===== config.mk =====
export PLATFORM = sky130hd
export DESIGN_NAME = prog_encoder
export DESIGN_NICKNAME = d
export VERILOG_FILES = /design/src/rtl/prog_encoder_pkg.sv /design/src/rtl/prog_encoder_inst_pack.sv /design/src/rtl/prog_encoder.sv
export SDC_FILE = /design/constraint.sdc
export NUM_CORES = 1
export LEC_CHECK = 0
export ABC_AREA = 1
export CELL_PAD_IN_SITES_DETAIL_PLACEMENT = 1
export CELL_PAD_IN_SITES_GLOBAL_PLACEMENT = 1
export CORE_UTILIZATION = 30
export DETAILED_ROUTE_END_ITERATION = 16
export HOLD_SLACK_MARGIN = 0.08
export PLACE_DENSITY_LB_ADDON = 0.1
export SLEW_MARGIN = 25
export SYNTH_ARGS = -nofsm -noshare
export SYNTH_HDL_FRONTEND = slang
export SYNTH_HIERARCHICAL = 1
export SYNTH_SLANG_ARGS = --single-unit

===== constraint.sdc =====
create_clock -name clk -period 1.4 [get_ports clk]
set_clock_uncertainty 0.1 [all_clocks]
set_input_delay 0.14 -clock clk [delete_from_list [all_inputs] [get_ports clk]]
set_output_delay 0.14 -clock clk [all_outputs]
set_load 0.03 [all_outputs]

===== src/rtl/prog_encoder_pkg.sv =====
// Shared types and field constants for the instruction encoder / program loader.
package prog_encoder_pkg;

    typedef enum logic [2:0] {
        OP_LD  = 3'd0,
        OP_SD  = 3'd1,
        OP_AND = 3'd2,
        OP_OR  = 3'd3,
        OP_ADD = 3'd4,
        OP_SUB = 3'd5,
        OP_BEQ = 3'd6,
        OP_BLT = 3'd7
    } op_e;

    typedef enum logic [2:0] {
        ST_IDLE   = 3'd0,
        ST_STREAM = 3'd1,
        ST_FLUSH  = 3'd2,
        ST_DONE   = 3'd3,
        ST_ERR    = 3'd4
    } state_e;

    localparam logic [6:0] OPC_LOAD   = 7'b0000011;
    localparam logic [6:0] OPC_STORE  = 7'b0100011;
    localparam logic [6:0] OPC_RTYPE  = 7'b0110011;
    localparam logic [6:0] OPC_BRANCH = 7'b1100011;

    localparam logic [2:0] F3_LDSD = 3'b011;
    localparam logic [2:0] F3_AND  = 3'b111;
    localparam logic [2:0] F3_OR   = 3'b110;
    localparam logic [2:0] F3_ADD  = 3'b000;
    localparam logic [2:0] F3_BEQ  = 3'b000;
    localparam logic [2:0] F3_BLT  = 3'b100;

    localparam logic [6:0] F7_BASE = 7'b0000000;
    localparam logic [6:0] F7_SUB  = 7'b0100000;

    // beq x0, x0, 0: spins in place once the core reaches it
    localparam logic [31:0] HALT_WORD = 32'h0000_0063;

    // Concatenate the six decoder fields, MSB to LSB
    function automatic logic [31:0] pack_word(
        input logic [6:0] f7,
        input logic [4:0] hi,
        input logic [4:0] rs1,
        input logic [2:0] f3,
        input logic [4:0] lo,
        input logic [6:0] opc
    );
        return {f7, hi, rs1, f3, lo, opc};
    endfunction

endpackage


===== src/rtl/prog_encoder_inst_pack.sv =====
// Combinational packer: symbolic op plus register/immediate fields into a 32-bit word.
module inst_pack
    import prog_encoder_pkg::*;
(
    input  logic [2:0]  op,
    input  logic [4:0]  rd,
    input  logic [4:0]  rs1,
    input  logic [4:0]  rs2,
    input  logic [4:0]  imm,
    input  logic        dir,
    output logic [31:0] word
);

    op_e op_s;
    assign op_s = op_e'(op);

    // Select field placement per op; loads and stores reuse rs2/rd slots for the address
    always_comb begin
        word = 32'h0000_0000;
        case (op_s)
            OP_LD:   word = pack_word(F7_BASE, imm, rs1, F3_LDSD, rd,  OPC_LOAD);
            OP_SD:   word = pack_word(F7_BASE, rs2, rs1, F3_LDSD, imm, OPC_STORE);
            OP_AND:  word = pack_word(F7_BASE, rs2, rs1, F3_AND,  rd,  OPC_RTYPE);
            OP_OR:   word = pack_word(F7_BASE, rs2, rs1, F3_OR,   rd,  OPC_RTYPE);
            OP_ADD:  word = pack_word(F7_BASE, rs2, rs1, F3_ADD,  rd,  OPC_RTYPE);
            OP_SUB:  word = pack_word(F7_SUB,  rs2, rs1, F3_ADD,  rd,  OPC_RTYPE);
            OP_BEQ:  word = pack_word({6'b000000, dir}, rs2, rs1, F3_BEQ, imm, OPC_BRANCH);
            OP_BLT:  word = pack_word({6'b000000, dir}, rs2, rs1, F3_BLT, imm, OPC_BRANCH);
            default: word = 32'h0000_0000;
        endcase
    end

endmodule


===== src/rtl/prog_encoder.sv =====
// Program loader: encodes a stream of symbolic instructions into sequential imem writes.
// Define ENCODER_HALT_EN to append a self-branch halt word after every program.
module prog_encoder
    import prog_encoder_pkg::*;
#(
    parameter int ADDR_W = 6,
    parameter int DEPTH  = 64
) (
    input  logic              clk,
    input  logic              rst_n,
    input  logic              start,
    input  logic              in_valid,
    output logic              in_ready,
    input  logic [2:0]        in_op,
    input  logic [4:0]        in_rd,
    input  logic [4:0]        in_rs1,
    input  logic [4:0]        in_rs2,
    input  logic [4:0]        in_imm,
    input  logic              in_dir,
    input  logic              in_last,
    output logic              imem_we,
    output logic [ADDR_W-1:0] imem_addr,
    output logic [31:0]       imem_wdata,
    output logic              busy,
    output logic              done,
    output logic              overflow,
    output logic [ADDR_W:0]   word_count
);

    // Counter is one bit wider than the address so it can reach DEPTH itself
    localparam logic [ADDR_W:0] LAST_ADDR = (ADDR_W+1)'(DEPTH - 1);
`ifdef ENCODER_HALT_EN
    localparam logic [ADDR_W:0] FULL_CNT  = (ADDR_W+1)'(DEPTH);
`endif

    state_e              state_r;
    logic [ADDR_W:0]     cnt_r;
    logic                imem_we_r;
    logic [ADDR_W-1:0]   imem_addr_r;
    logic [31:0]         imem_wdata_r;
    logic                done_r;
    logic                overflow_r;
    logic [31:0]         word_s;
`ifdef ENCODER_HALT_EN
    logic                halt_pend_r;
`endif

    inst_pack u_pack (
        .op   (in_op),
        .rd   (in_rd),
        .rs1  (in_rs1),
        .rs2  (in_rs2),
        .imm  (in_imm),
        .dir  (in_dir),
        .word (word_s)
    );

    // Load sequencer: accept, write one cycle later, track capacity and completion
    always_ff @(posedge clk or negedge rst_n) begin
        if (!rst_n) begin
            state_r      <= ST_IDLE;
            cnt_r        <= '0;
            imem_we_r    <= 1'b0;
            imem_addr_r  <= '0;
            imem_wdata_r <= 32'h0000_0000;
            done_r       <= 1'b0;
            overflow_r   <= 1'b0;
`ifdef ENCODER_HALT_EN
            halt_pend_r  <= 1'b0;
`endif
        end else begin
            imem_we_r <= 1'b0;
            done_r    <= 1'b0;
            case (state_r)
                ST_IDLE, ST_DONE, ST_ERR: begin
                    if (start) begin
                        state_r    <= ST_STREAM;
                        cnt_r      <= '0;
                        overflow_r <= 1'b0;
                    end else begin
                        state_r <= state_r;
                    end
                end
                ST_STREAM: begin
                    if (in_valid) begin
                        imem_we_r    <= 1'b1;
                        imem_addr_r  <= cnt_r[ADDR_W-1:0];
                        imem_wdata_r <= word_s;
                        cnt_r        <= cnt_r + (ADDR_W+1)'(1);
                        if (in_last) begin
                            state_r <= ST_FLUSH;
`ifdef ENCODER_HALT_EN
                            halt_pend_r <= 1'b1;
`endif
                        end else if (cnt_r == LAST_ADDR) begin
                            state_r    <= ST_ERR;
                            overflow_r <= 1'b1;
                        end else begin
                            state_r <= ST_STREAM;
                        end
                    end else begin
                        state_r <= ST_STREAM;
                    end
                end
                ST_FLUSH: begin
`ifdef ENCODER_HALT_EN
                    if (halt_pend_r) begin
                        halt_pend_r <= 1'b0;
                        if (cnt_r == FULL_CNT) begin
                            state_r    <= ST_ERR;
                            overflow_r <= 1'b1;
                        end else begin
                            imem_we_r    <= 1'b1;
                            imem_addr_r  <= cnt_r[ADDR_W-1:0];
                            imem_wdata_r <= HALT_WORD;
                            cnt_r        <= cnt_r + (ADDR_W+1)'(1);
                        end
                    end else begin
                        state_r <= ST_DONE;
                        done_r  <= 1'b1;
                    end
`else
                    state_r <= ST_DONE;
                    done_r  <= 1'b1;
`endif
                end
                default: state_r <= ST_IDLE;
            endcase
        end
    end

    assign in_ready   = (state_r == ST_STREAM);
    assign busy       = (state_r == ST_STREAM) || (state_r == ST_FLUSH);
    assign imem_we    = imem_we_r;
    assign imem_addr  = imem_addr_r;
    assign imem_wdata = imem_wdata_r;
    assign done       = done_r;
    assign overflow   = overflow_r;
    assign word_count = cnt_r;

endmodule


# == Word-level counts from Yosys, hierarchy flattened ==
# Index checks and enable logic that the tools add are counted.
# word_totals
reg_bits,51
in_bits,29
out_inout_bits,50
# classes
n_addsub,1
n_eq_ne,16
muxes,17
reduce_logical,8
# ops
cell,count
$pmux W32 S8,1
$eq A3 B3 Y1 const B,5
$mux W7,2
$pmux W7 S2,1
$eq A3 B2 Y1 const B,4
$mux W3,4
$pmux W3 S3,1
$add A7 B1 Y7 const B,1
$eq A7 B6 Y1 const B,1
$mux W1,7
$eq A3 B1 Y1 const B,2
$logic_not A3 Y1,2
$ne A2 B2 Y1 const B,3
$reduce_and A5 Y1,1
$reduce_and A3 Y1,1
$reduce_or A3 Y1,1
$ne A2 B1 Y1 const B,1
$pmux W1 S2,1
$reduce_and A2 Y1,1
$reduce_bool A2 Y1,1
$logic_or A1 B1 Y1,1

# == Longest topological paths before layout ==
# logic_depth
word_depth,5
ltp_mapped,9

# == By module ==
# The synthesis kept the hierarchy.
# by_module_without_submodules
module,n_inst,cells_per_inst,area_each_um2
prog_encoder,1,257,2187.1
inst_pack,1,87,489.2

# == Worst setup path after synthesis ==
# Ideal clock, no wire load.
# synth_path
path_type,register to register
start,reg cnt_r[0] (netlist: word_count[0])
end,reg overflow_r (netlist: overflow)
t_arrival_ns,1.404
setup_slack_ns,-0.222
path_stages_with_launch,9
path_buffers,0
period_less_slack_ns,1.622
cell_sequence,dfrtp_1 -> ha_1 -> inv_1 -> nor2_1 -> nand2_1 -> o21ai_0 -> nand2_1 -> nand2_1 -> nand2_1
# synth_via
elab_chain_cells,3
# synth_rtl
element,line,source
from (decl),prog_encoder.sv:37,logic [ADDR_W:0] cnt_r;
from (signal assigned),prog_encoder.sv:89,cnt_r <= cnt_r + (ADDR_W+1)'(1);
$eq A7 B6 Y1,prog_encoder.sv:95,end else if (cnt_r == LAST_ADDR) begin
$ne A2 B1 Y1 (no source line),n/a,
$reduce_and A5 Y1 (no source line),n/a,
to (signal assigned),prog_encoder.sv:67,overflow_r <= 1'b0;
to (signal assigned),prog_encoder.sv:79,overflow_r <= 1'b0;
to (signal assigned),prog_encoder.sv:97,overflow_r <= 1'b1;
to (decl),prog_encoder.sv:42,logic overflow_r;
# No other way between the ends.
# A chain may end at the register's enable or synchronous reset.

# == Worst setup path in the final report ==
# layout_path
start,reg state_r[0]
end,out busy
# layout_via
elab_chain_cells,2
# layout_rtl
element,line,source
from (decl),prog_encoder.sv:36,state_e state_r;
from (signal assigned),prog_encoder.sv:81,state_r <= state_r;
$eq A3 B1 Y1 or $eq A3 B2 Y1 (tied branches),prog_encoder.sv:133,assign busy = (state_r == ST_STREAM) || (state_r == ST_FLUSH);
$logic_or A1 B1 Y1 *,prog_encoder.sv:133,
to (decl),prog_encoder.sv:24,"output logic busy,"
# Mark *: on every way between the ends. The rest lies on a longest branch, timed or not.

==> flow_summary.json <==
{
  "final_cell_mix": "nand2_1, dfrtp_1, dlygate4sd2_1, buf_4, inv_1",
  "r2r_cells": 8,
  "async_flop_share_pct": 100,
  "grt_pass1_wl_um": 12900,
  "core_mm2": 0.00868,
  "power.density_mw_per_mm2": 1970,
  "dpl.cell_count": 547,
  "gp_congestion": 0.767,
  "cellLeakagePower_nw": 2.31,
  "maxCapViolCount": 0,
  "ys.flop_type": "dfrtp_1",
  "h-tree-depth": 2,
  "die_h_um": 96.5,
  "synth_seq_cells": 51,
  "cts.sinks": 51,
  "setup.worst_path.start": "state_r[0]",
  "dp_hpwl_um": 5700,
  "grt_usage_pct": 18.4,
  "max_stage_delay_ns": 0.45,
  "viasPerCell": 4.57,
  "yosysUniqueCellTypes": 30,
  "antenna_found_initial": 0,
  "finalWirelength_um": 8260,
  "first_global_vias": 2637,
  "dpl_worst_slack_ns": -0.543,
  "cp_max_fo": 3,
  "rows": 34,
  "antenna_cells": 0,
  "final_common_cell": "nand2_1",
  "grt_max_degree": 35,
  "layout_setup_ws_ns": -0.150,
  "r2r-end": "overflow",
  "yosysWarnings": 6,
  "hold_viol": 0,
  "route.antenna.remaining_nets": 0,
  "grt-ovfl-total": 0,
  "netlist_area_mm2": 0.00268,
  "drtIter0Drc": 49,
  "stdcell_area_mm2": 0.00425,
  "slowest_stage": "dfrtp_2",
  "synth_area_leader_cell": "dfrtp_1",
  "synth-edff-count": 0,
  "violations": "setup timing",
  "cts_buffers": 5,
  "worstSetupStartpointType": "flop",
  "worst_ep_arrival_time_ns": 1.31,
  "first_pass_iters": 4,
  "ioPinCount": 79,
  "netlist.area_leader.share_pct": 47.7,
  "rsz0062_at_grt": "yes",
  "cp-end-kind": "output pin",
  "fin_crit_ns": 1.55,
  "clk_pin_slew_worst_paths_ns": 0.09,
  "status": "finished with violations",
  "crit_top_cell": "buf_6",
  "max_freq_ghz": 0.645,
  "power.internal_mw": 4.61,
  "syn_inst": 344,
  "cts_tree": "built",
  "finalCritPeriodShare_pct": 111,
  "p_clk_share_pct": 10.6,
  "r2r_setup_slack_ns": -0.13,
  "root_buffer": "clkbuf_8",
  "avgSynthCellArea_um2": 7.78,
  "fin_nets": 504,
  "setup_viol": 49,
  "pwr-share-comb_pct": 60.9,
  "remaining_drc_errors": 0,
  "drive_gt1_share_pct": 25.5,
  "dr_total_vias": 2647,
  "power_mw": 8.39,
  "synth.yosys.seq_area_share_pct": 47.7,
  "portBuffers": 78,
  "routedWlPerCell_um": 14.3,
  "fp.dieW_um": 96.5,
  "min_path_type": "in2async",
  "start_util_pct": 30.8,
  "p_sw_mw": 3.78,
  "p_sw_share_pct": 45.1,
  "post-route-util_pct": 49.0,
  "stdcell_count": 579,
  "dpl_cell_area_mm2": 0.00375,
  "r2r-start": "state_r[0]",
  "p_seq_share_pct": 28.4,
  "crit_required_ns": 1.16,
  "cts_buffer_depth": 2,
  "die-area_mm2": 0.00930,
  "crit_type": "reg2out",
  "slew_viol_final": 0,
  "crit_chain": "buf_6 > nor3_4 > inv_2 > nand2_2 > buf_6",
  "synth.area.top_cells": "dfrtp_1, nand2_1, inv_1",
  "clock_latency_ns": 0.31,
  "vdd_drop_max_uv": 731,
  "area_growth_pct": 59.0
}
flip-flops by register name, indices dropped and copies added, names as in the netlist:
register,cells
word_count,7
imem_wdata,32
imem_addr,6
state_r,3
imem_we,1
overflow,1
done,1
cell usage after synthesis, types with 4 or more instances:
library cell / count
buf_4: 14
nand4_1: 7
inv_1: 29
nand3_1: 19
o21ai_1: 9
dfrtp_1: 51
buf_2: 4
buf_6: 4
ha_1: 5
nand2_1: 159
nor2_1: 15
routing by layer:
layer  track usage (%)  part of all wire (%)
met1              22.0                    43
met2              34.4                    53
met3              2.74                   3.1
met4              4.41                  0.79
met5                 0                     0
worst max-delay path by stage:
stage and end:
2_1_floorplan overflow, 3_3_place_gp imem_wdata[10], 3_5_place_dp imem_wdata[8], 4_1_cts busy, 5_1_grt word_count[2], 6_report busy
power groups by stage:
| stage | combinational [mW] | sequential, mW | clock, mW |
|---|---|---|---|
| after floorplan | 1.41 | 3.42 | 0 |
| after global placement | 4.32 | 2.42 | 0 |
| after detailed placement | 4.40 | 2.43 | 0 |
| after CTS | 4.84 | 2.40 | 0.936 |
| after global routing | 5.52 | 2.47 | 0.979 |
| final | 5.12 | 2.39 | 0.890 |
critical path: cells and delay by family, from the launching register on:
kind	cells	cell delay, ns
flip-flops	1	0.45
buffers and inverters	3	0.31
AND/OR/NAND/NOR	2	0.26
metrics by stage:
step	hold slack, ns	TNS, ns
3_3_place_gp	-0.109	-7.45
3_5_place_dp	-0.104	-8.79
2_1_floorplan	-0.256	0
4_1_cts	0.0953	-6.00
5_1_grt	0.111	-6.78
6_report	0.110	-3.10
area by class of cell:
class                   instances  area [um^2]
inverters                      33          139
flip-flops and latches         51         1280
multi-input cells             246         1270
clock buffers                   7         86.3
repair buffers                133         1340
well taps                     108          135
fillers                      1053         4420
clock inverters                 1         5.00
timing repair:
| action | 4_1_cts | 5_1_grt |
|---|---|---|
| hold buffers | 1 | 0 |
| gates cloned | 4 | 1 |
| setup buffers | 12 | 7 |
| pin swaps | 4 | 8 |
| setup endpoints to repair | 78 | 56 |
| endpoints found under the hold margin | 51 | 0 |
| gates resized for setup | 91 | 21 |
cell families (layout without fill, tap and decap cells):
logic type               count (synthesis)  after routing  synth area share [%]
AND/OR/NAND/NOR                        213            214                  34.5
flip-flops                              51             51                  47.7
adder cells (fa/ha/maj)                  5              5                  2.34
other                                    2              9                 0.281
XOR/XNOR                                 3              3                 0.982
buffers and inverters                   55            174                  11.2
AO/OA/AOI/OAI                           15             15                  3.04
Note: power is estimated with default switching activity, not from simulation.
